## config.mk

```make
export PLATFORM = sky130hd
export DESIGN_NAME = multi_key_input_controller
export DESIGN_NICKNAME = d
export VERILOG_FILES = /design/src/rtl/input_ctrl_pkg.sv /design/src/rtl/key_debouncer.sv /design/src/rtl/multi_key_input_controller.sv
export SDC_FILE = /design/constraint.sdc
export NUM_CORES = 1
export LEC_CHECK = 0
export BUFFER_PORTS_ARGS = -buffer_cell sky130_fd_sc_hd__buf_2
export CAP_MARGIN = 10
export CORE_AREA = 2 2 124 126
export DETAILED_ROUTE_END_ITERATION = 8
export DIE_AREA = 0 0 126 128
export GPL_ROUTABILITY_DRIVEN = 0
export PLACE_DENSITY_LB_ADDON = 0.1
export SLEW_MARGIN = 20
export SYNTH_ARGS = -nofsm -noshare
export SYNTH_HDL_FRONTEND = slang
export SYNTH_SLANG_ARGS = --single-unit
```

## constraint.sdc

```tcl
create_clock -name clk -period 3.2 [get_ports clk]
set_input_delay 0.96 -clock clk [delete_from_list [all_inputs] [get_ports clk]]
set_output_delay 0.96 -clock clk [all_outputs]
set_load 0.02 [all_outputs]
```

## src/rtl/input_ctrl_pkg.sv

```systemverilog
// Shared definitions for the multi-key input controller.
//   SYSTEM_FREQ / GAME_FRAME_RT  : board clock and game frame rate
//   DEFAULT_FRAME_CYCLES         : clk cycles per game frame (rounded)
//   DEFAULT_DEBOUNCE_CYCLES      : 10 ms worth of clk cycles
//   KEY_*                        : bit positions of the board buttons
//   int_state_e                  : interrupt/ack FSM encoding
package input_ctrl_pkg;

  localparam int unsigned SYSTEM_FREQ   = 100_000_000;
  localparam int unsigned GAME_FRAME_RT = 60;

  // Rounded to the nearest whole cycle: 100 MHz / 60 Hz = 1666667.
  localparam int unsigned DEFAULT_FRAME_CYCLES =
    (SYSTEM_FREQ + GAME_FRAME_RT / 2) / GAME_FRAME_RT;

  // 10 ms of stable level before the debounced state changes.
  localparam int unsigned DEFAULT_DEBOUNCE_CYCLES = SYSTEM_FREQ / 100;

  localparam int unsigned KEY_JUMP  = 0;
  localparam int unsigned KEY_LEFT  = 1;
  localparam int unsigned KEY_RIGHT = 2;
  localparam int unsigned KEY_PAUSE = 3;

  typedef enum logic {
    INT_IDLE = 1'b0,
    INT_HELD = 1'b1
  } int_state_e;

endpackage

```

## src/rtl/key_debouncer.sv

```systemverilog
// Per-key conditioning: two-flop synchroniser, stability counter and
// debounced level register, plus a one-cycle rise pulse.
//   clk, reset : system clock, asynchronous active-low reset
//   key_raw    : raw asynchronous key level, 1 = pressed
//   level      : debounced key level
//   rise       : high for the first cycle in which level is 1
module key_debouncer
  import input_ctrl_pkg::*;
#(
  parameter int DEBOUNCE_CYCLES = 4
) (
  input  logic clk,
  input  logic reset,
  input  logic key_raw,
  output logic level,
  output logic rise
);

  localparam int CW = (DEBOUNCE_CYCLES < 2) ? 1 : $clog2(DEBOUNCE_CYCLES + 1);
  localparam logic [CW-1:0] CNT_LAST = CW'(DEBOUNCE_CYCLES - 1);

  logic          sync1;
  logic          sync2;
  logic          level_prev;
  logic [CW-1:0] cnt;

  always_ff @(posedge clk or negedge reset) begin
    if (!reset) begin
      sync1      <= 1'b0;
      sync2      <= 1'b0;
      level_prev <= 1'b0;
      level      <= 1'b0;
      cnt        <= '0;
    end else begin
      sync1      <= key_raw;
      sync2      <= sync1;
      level_prev <= level;
      // Any cycle where the synchronised input agrees with the debounced
      // level restarts the stability window, so short glitches never
      // accumulate enough count to toggle the level.
      if (sync2 != level) begin
        if (cnt == CNT_LAST) begin
          level <= ~level;
          cnt   <= '0;
        end else begin
          cnt <= cnt + 1'b1;
        end
      end else begin
        cnt <= '0;
      end
    end
  end

  assign rise = level & ~level_prev;

endmodule

```

## src/rtl/multi_key_input_controller.sv

```systemverilog
// Multi-key input controller: debounces NUM_KEYS buttons, latches enabled
// presses per game frame and raises a level interrupt to the CPU, held
// until acknowledged.
//   clk, reset    : 100 MHz system clock, asynchronous active-low reset
//   keys_in       : raw key levels, 1 = pressed
//   key_enable    : per-key press-event mask
//   int_ack       : CPU acknowledge pulse
//   frame_tick    : one-cycle pulse at the last cycle of each frame
//   key_state     : debounced key levels
//   key_events    : press snapshot for the frame being serviced
//   key_interrupt : level interrupt, held until int_ack
//   overrun       : sticky, presses arrived while interrupt was held
//
// Handshake: key_interrupt is a level; the CPU reads key_events while it
// is 1 and pulses int_ack for one cycle. int_ack with key_interrupt=0 is
// ignored. An ack coinciding with frame_tick is applied first, so the
// same tick may immediately load a fresh snapshot.
module multi_key_input_controller
  import input_ctrl_pkg::*;
#(
  parameter int NUM_KEYS        = 4,
  parameter int DEBOUNCE_CYCLES = DEFAULT_DEBOUNCE_CYCLES,
  parameter int FRAME_CYCLES    = DEFAULT_FRAME_CYCLES
) (
  input  logic                clk,
  input  logic                reset,
  input  logic [NUM_KEYS-1:0] keys_in,
  input  logic [NUM_KEYS-1:0] key_enable,
  input  logic                int_ack,
  output logic                frame_tick,
  output logic [NUM_KEYS-1:0] key_state,
  output logic [NUM_KEYS-1:0] key_events,
  output logic                key_interrupt,
  output logic                overrun
);

  localparam int FW = $clog2(FRAME_CYCLES);
  localparam logic [FW-1:0] FRAME_LAST = FW'(FRAME_CYCLES - 1);

  // ---------------------------------------------------------------
  // Per-key synchroniser + debouncer
  // ---------------------------------------------------------------
  logic [NUM_KEYS-1:0] key_rise;

  for (genvar i = 0; i < NUM_KEYS; i++) begin : g_key
    key_debouncer #(
      .DEBOUNCE_CYCLES(DEBOUNCE_CYCLES)
    ) u_deb (
      .clk    (clk),
      .reset  (reset),
      .key_raw(keys_in[i]),
      .level  (key_state[i]),
      .rise   (key_rise[i])
    );
  end

  // ---------------------------------------------------------------
  // Free-running frame counter
  // ---------------------------------------------------------------
  logic [FW-1:0] frame_cnt;

  always_ff @(posedge clk or negedge reset) begin
    if (!reset) begin
      frame_cnt <= '0;
    end else if (frame_cnt == FRAME_LAST) begin
      frame_cnt <= '0;
    end else begin
      frame_cnt <= frame_cnt + 1'b1;
    end
  end

  assign frame_tick = (frame_cnt == FRAME_LAST);

  // ---------------------------------------------------------------
  // Pending/snapshot registers and interrupt FSM
  // ---------------------------------------------------------------
  int_state_e          int_state;
  int_state_e          int_state_d;
  logic [NUM_KEYS-1:0] pending;
  logic [NUM_KEYS-1:0] pending_d;
  logic [NUM_KEYS-1:0] key_events_d;
  logic                overrun_d;
  logic [NUM_KEYS-1:0] new_press;
  logic                ack_ok;

  assign new_press = key_rise & key_enable;
  assign ack_ok    = int_ack && (int_state == INT_HELD);

  always_ff @(posedge clk or negedge reset) begin
    if (!reset) begin
      int_state  <= INT_IDLE;
      pending    <= '0;
      key_events <= '0;
      overrun    <= 1'b0;
    end else begin
      int_state  <= int_state_d;
      pending    <= pending_d;
      key_events <= key_events_d;
      overrun    <= overrun_d;
    end
  end

  always_comb begin
    int_state_d  = int_state;
    pending_d    = pending | new_press;
    key_events_d = key_events;
    overrun_d    = overrun;

    if (ack_ok) begin
      int_state_d  = INT_IDLE;
      key_events_d = '0;
      overrun_d    = 1'b0;
    end

    // The tick looks at the post-ack interrupt state. A press detected in
    // this same cycle is kept back for the next frame rather than dropped.
    if (frame_tick && (pending != '0)) begin
      if (int_state_d == INT_IDLE) begin
        key_events_d = pending;
        int_state_d  = INT_HELD;
        pending_d    = new_press;
      end else begin
        overrun_d = 1'b1;
      end
    end
  end

  assign key_interrupt = (int_state == INT_HELD);

endmodule
```

==> summary.txt <==
Min path
  • Worst Hold Class: reg2reg
  • Hold_sp: g_key[3].u_deb.sync1$_DFF_PN0_

Synth
  • Synth Flop Type: dfrtp_1
  • Yosys cell types: 51
  • Synth top cells by count: dfrtp_1 (127), nor2_1 (63), nand2_1 (40)
  • Area contributors post-synth: dfrtp_1 (52%), xnor2_1 (4.7%), xor2_1 (4.1%), nor2_1 (3.9%), nand3_1 (3.2%)
  • Synth async-reset ratio: 1.000
  • Synth warn: 0
  • Mean Syn Cell Area: 10.17 um2
  • Count leader, synth: dfrtp_1
  • Post-synth top area share: 0.5192
  • Syn Inst Count: approximately 600
  • Register area share after synthesis: 0.5192
  • Synth Net Count: 619
  • Post-synth top area cell: dfrtp_1
  • Post-synthesis mux area share: 0.008994
  • XOR/XNOR share of the synthesized area: 0.08872
  • Number of synthesized flops with an enable pin: 0
  • Synthesized cell area: 6121 um2
  • Compound-Gate Fraction of Synth Area: 0.08933
  • Largest family of logic cells by synthesized area: simple AND/OR/NAND/NOR gates
  • Post-synthesis simple-gate area fraction: 0.2465
  • Synthesized flop and latch total: 127
  • Adder-Cell Fraction of Synth Area: 0.01226

Setup path
  • Slowest stage cell, crit path: dfrtp_1
  • Crit path max fanout: 5
  • RR Startpoint: g_key[3].u_deb.cnt[0]$_DFF_PN0_
  • Crit path from: frame_cnt[0]$_DFF_PN0_
  • Worst Setup End Kind: output port
  • Critical path type: reg2out
  • Startpoint types: register
  • Required time worst endpoint: 2240 ps
  • Critical Path AT: between 1500 and 2000 ps
  • Max incr delay on CP: 410 ps
  • Worst path cell trace: inv_1 -> ha_1 -> nand4b_1 -> nor4_2 -> and2_0 -> buf_2

Pwr
  • Int Pwr: 0.003055 W
  • Pleak: 2.913 nW
  • Seq pwr share: 0.431
  • Net load switching power: 0.0007628 W
  • Comb power frac: 0.024
  • Pwr/cell area: 539.8 nW/um2
  • Clock network power share: 0.545
  • Worst VDD drop: 407.0 uV
  • Final Total Pwr: 0.003818 W
  • Switching power share of the total: 0.1998

Global route
  • Global routing usage on met3: 0.05301
  • Grt total ovfl: 0
  • GR peak layer: met2
  • Largest net degree at the start of global routing: 49
  • GR Util met1: 0.2146
  • Met2 Use GR: 0.2663
  • Vias in the first global route: approximately 4500
  • Antenna violations before repair: 1
  • First-pass GRT wire length: 21650 um
  • GRT Resource Usage Total: 0.1668

Final layout
  • Share of layout cells above drive strength 1: 0.1207
  • Synth-to-Final Area Change: 15.56%
  • Fillcell total: 1377
  • Final cell count without fillers: 826
  • Multi-input gate area: 2735 um2
  • Diodes inserted: 0
  • FF/Latch Area: 3178 um2
  • Nets: between 600 and 700

Route
  • WL per Instance: 14.92 um
  • Via/cell ratio: 5.488
  • Via count: 4533
  • Residual DRC: 0
  • First-pass detailed-route iteration total: 4
  • Final WL: between 10000 and 15000 um
  • Antenna Nets Post-Route: 0
  • Initial DRC Count: around 290

Clocking
  • CTS tree: yes
  • Deepest clock path buffer count: 2
  • Number of buffers created by CTS: 17
  • Hold Buf Count CTS: 0
  • Clk slew on worst S/H paths: 50 ps
  • Post-CTS Resized: 0
  • Root Buffer: clkbuf_16
  • Clk sinks: 127
  • Clk Latency, worst-skew pair: 410 ps
  • Post-CTS Setup Bufs: 0
  • H-tree levels: 4

Timing
  • Final hold vios: 0
  • Tcrit/Tclk final: 0.8635
  • Min Tclk post-route: 2763 ps
  • Setup_tns: 0 ps
  • Worst Tran Pin Value: between 800 and 900 ps
  • Post-route setup slack: between 400 and 500 ps
  • RSZ-0062 raised after global routing: no
  • Setup violations, final: 0
  • Max_slew headroom: 0.4664
  • Clock skew: 6.431 ps
  • Maximum clock frequency: between 300 and 400 MHz
  • Slew Limit Fails: 0

Floorplan
  • Core area: 14860 um2
  • I/O pin cnt: 22
  • Chip height: 128 um
  • Row count: 45
  • Die outline width: 126 um
  • Die area: around 16000 um2
  • Initial Utilization: 0.4118

Place
  • I/O Buffers: 21
  • Post-DP HPWL: 8358 um
  • Pre-CTS WS: ~850 ps
  • Inst Count DP: just under 800

Flow run
  • Max-Cap Viols: 0

Status
  • Status: finished, final reports clean
[power by group through the flow]
stage / Combinational, W / Sequential (W) / Clock [W]
after CTS: 0.0000964 / 0.00164 / 0.00214
after floorplan: 0.0000388 / 0.00167 / 0
final: 0.0000914 / 0.00164 / 0.00208
after detailed placement: 0.0000961 / 0.00167 / 0
after global placement: 0.0000951 / 0.00167 / 0
after global routing: 0.000107 / 0.00165 / 0.00220
[kinds of logic (layout without fill, tap and decap cells)]
| group | count (synthesis) | in the layout |
|---|---|---|
| compound gates | 79 | 79 |
| xor+xnor | 62 | 62 |
| fa+ha+maj | 6 | 6 |
| buf+inv | 50 | 86 |
| flops | 127 | 127 |
| mux | 5 | 5 |
| simple gates | 273 | 273 |
[through the flow]
step | hold slack (ps) | util | instance area (um2)
floorplan | 331.2 | - | 6121
global placement | 335.5 | 0.4332 | 6439
detailed placement | 337.8 | 0.4332 | 6439
CTS | 350.6 | 0.4758 | 7073
global route | 356.2 | 0.4758 | 7073
finish | 347.1 | 0.4758 | 7073
[per-layer routing]
layer | up-vias | wire, um
met4 | 2 | 173
li1 | 2216 | -
met5 | - | 11
met2 | 56 | 5854
met3 | 15 | 487
met1 | 2244 | 5802
[registers in the layout, summed over array words and instances (netlist names)]
register and count:
g_key.u_deb.sync2 4, key_events 4, g_key.u_deb.level 4, g_key.u_deb.cnt 80, overrun 1, frame_cnt 21
g_key.u_deb.sync1 4, g_key.u_deb.level_prev 4, pending 4, key_interrupt 1
[cell usage in the layout (no fill, tap or decap), types with 2 or more instances in the layout]
| cell type | Yosys | layout |
|---|---|---|
| a21oi_1 | 31 | 31 |
| a311o_1 | 4 | 4 |
| a31o_2 | 2 | 2 |
| a32o_1 | 5 | 5 |
| and2_1 | 5 | 5 |
| and3_1 | 7 | 7 |
| and4_1 | 7 | 7 |
| buf_12 | 0 | 2 |
| buf_2 | 6 | 20 |
| buf_4 | 5 | 7 |
| bufinv_16 | 0 | 4 |
| clkbuf_1 | 13 | 4 |
| clkbuf_16 | 0 | 17 |
| clkbuf_8 | 0 | 5 |
| dfrtp_1 | 127 | 127 |
| ha_1 | 6 | 6 |
| inv_1 | 26 | 26 |
| mux2_2 | 4 | 4 |
| nand2_1 | 40 | 40 |
| nand2b_1 | 2 | 2 |
| nand3_1 | 39 | 39 |
| nand3b_1 | 2 | 2 |
| nand4_1 | 25 | 25 |
| nand4b_1 | 5 | 5 |
| nor2_1 | 63 | 63 |
| nor3_1 | 13 | 13 |
| nor4_1 | 9 | 8 |
| nor4_2 | 1 | 2 |
| nor4b_1 | 2 | 2 |
| nor4bb_1 | 2 | 2 |
| o21ai_0 | 18 | 18 |
| o31ai_1 | 11 | 11 |
| or2_2 | 2 | 2 |
| or3_1 | 19 | 19 |
| or4_1 | 19 | 19 |
| or4_4 | 2 | 2 |
| or4b_1 | 2 | 2 |
| xnor2_1 | 33 | 33 |
| xor2_1 | 29 | 29 |
[path summary, 6_finish.rpt]
check,slack (ps),cells past startpoint,to
max reg2reg,960,6,g_key[3].u_deb.cnt[13]$_DFF_PN0_
max in group asynchronous,2020,2,g_key[1].u_deb.level$_DFFE_PN0P_
min reg2reg,350,0,g_key[3].u_deb.sync2$_DFF_PN0_
min in group asynchronous,540,1,g_key[3].u_deb.cnt[11]$_DFF_PN0_
min,350,0,g_key[3].u_deb.sync2$_DFF_PN0_
max,440,6,frame_tick
[critical path, delay by kind of cell (launching register included)]
| kind | cells | cell delay [ps] |
|---|---|---|
| buffers and inverters | 2 | 240 |
| DFF | 1 | 410 |
| adders and majority gates | 1 | 140 |
| and+or+nand+nor | 3 | 590 |
[cell type report]
class,count,share of cell area
repair buffers,29,0.02724
clock inverters,5,0.01769
flip-flops and latches,127,0.4493
multi-input cells,425,0.3867
clock buffers,26,0.07200
inverters,26,0.01380
well taps,188,0.03326
(Power assumes the default switching activity.)
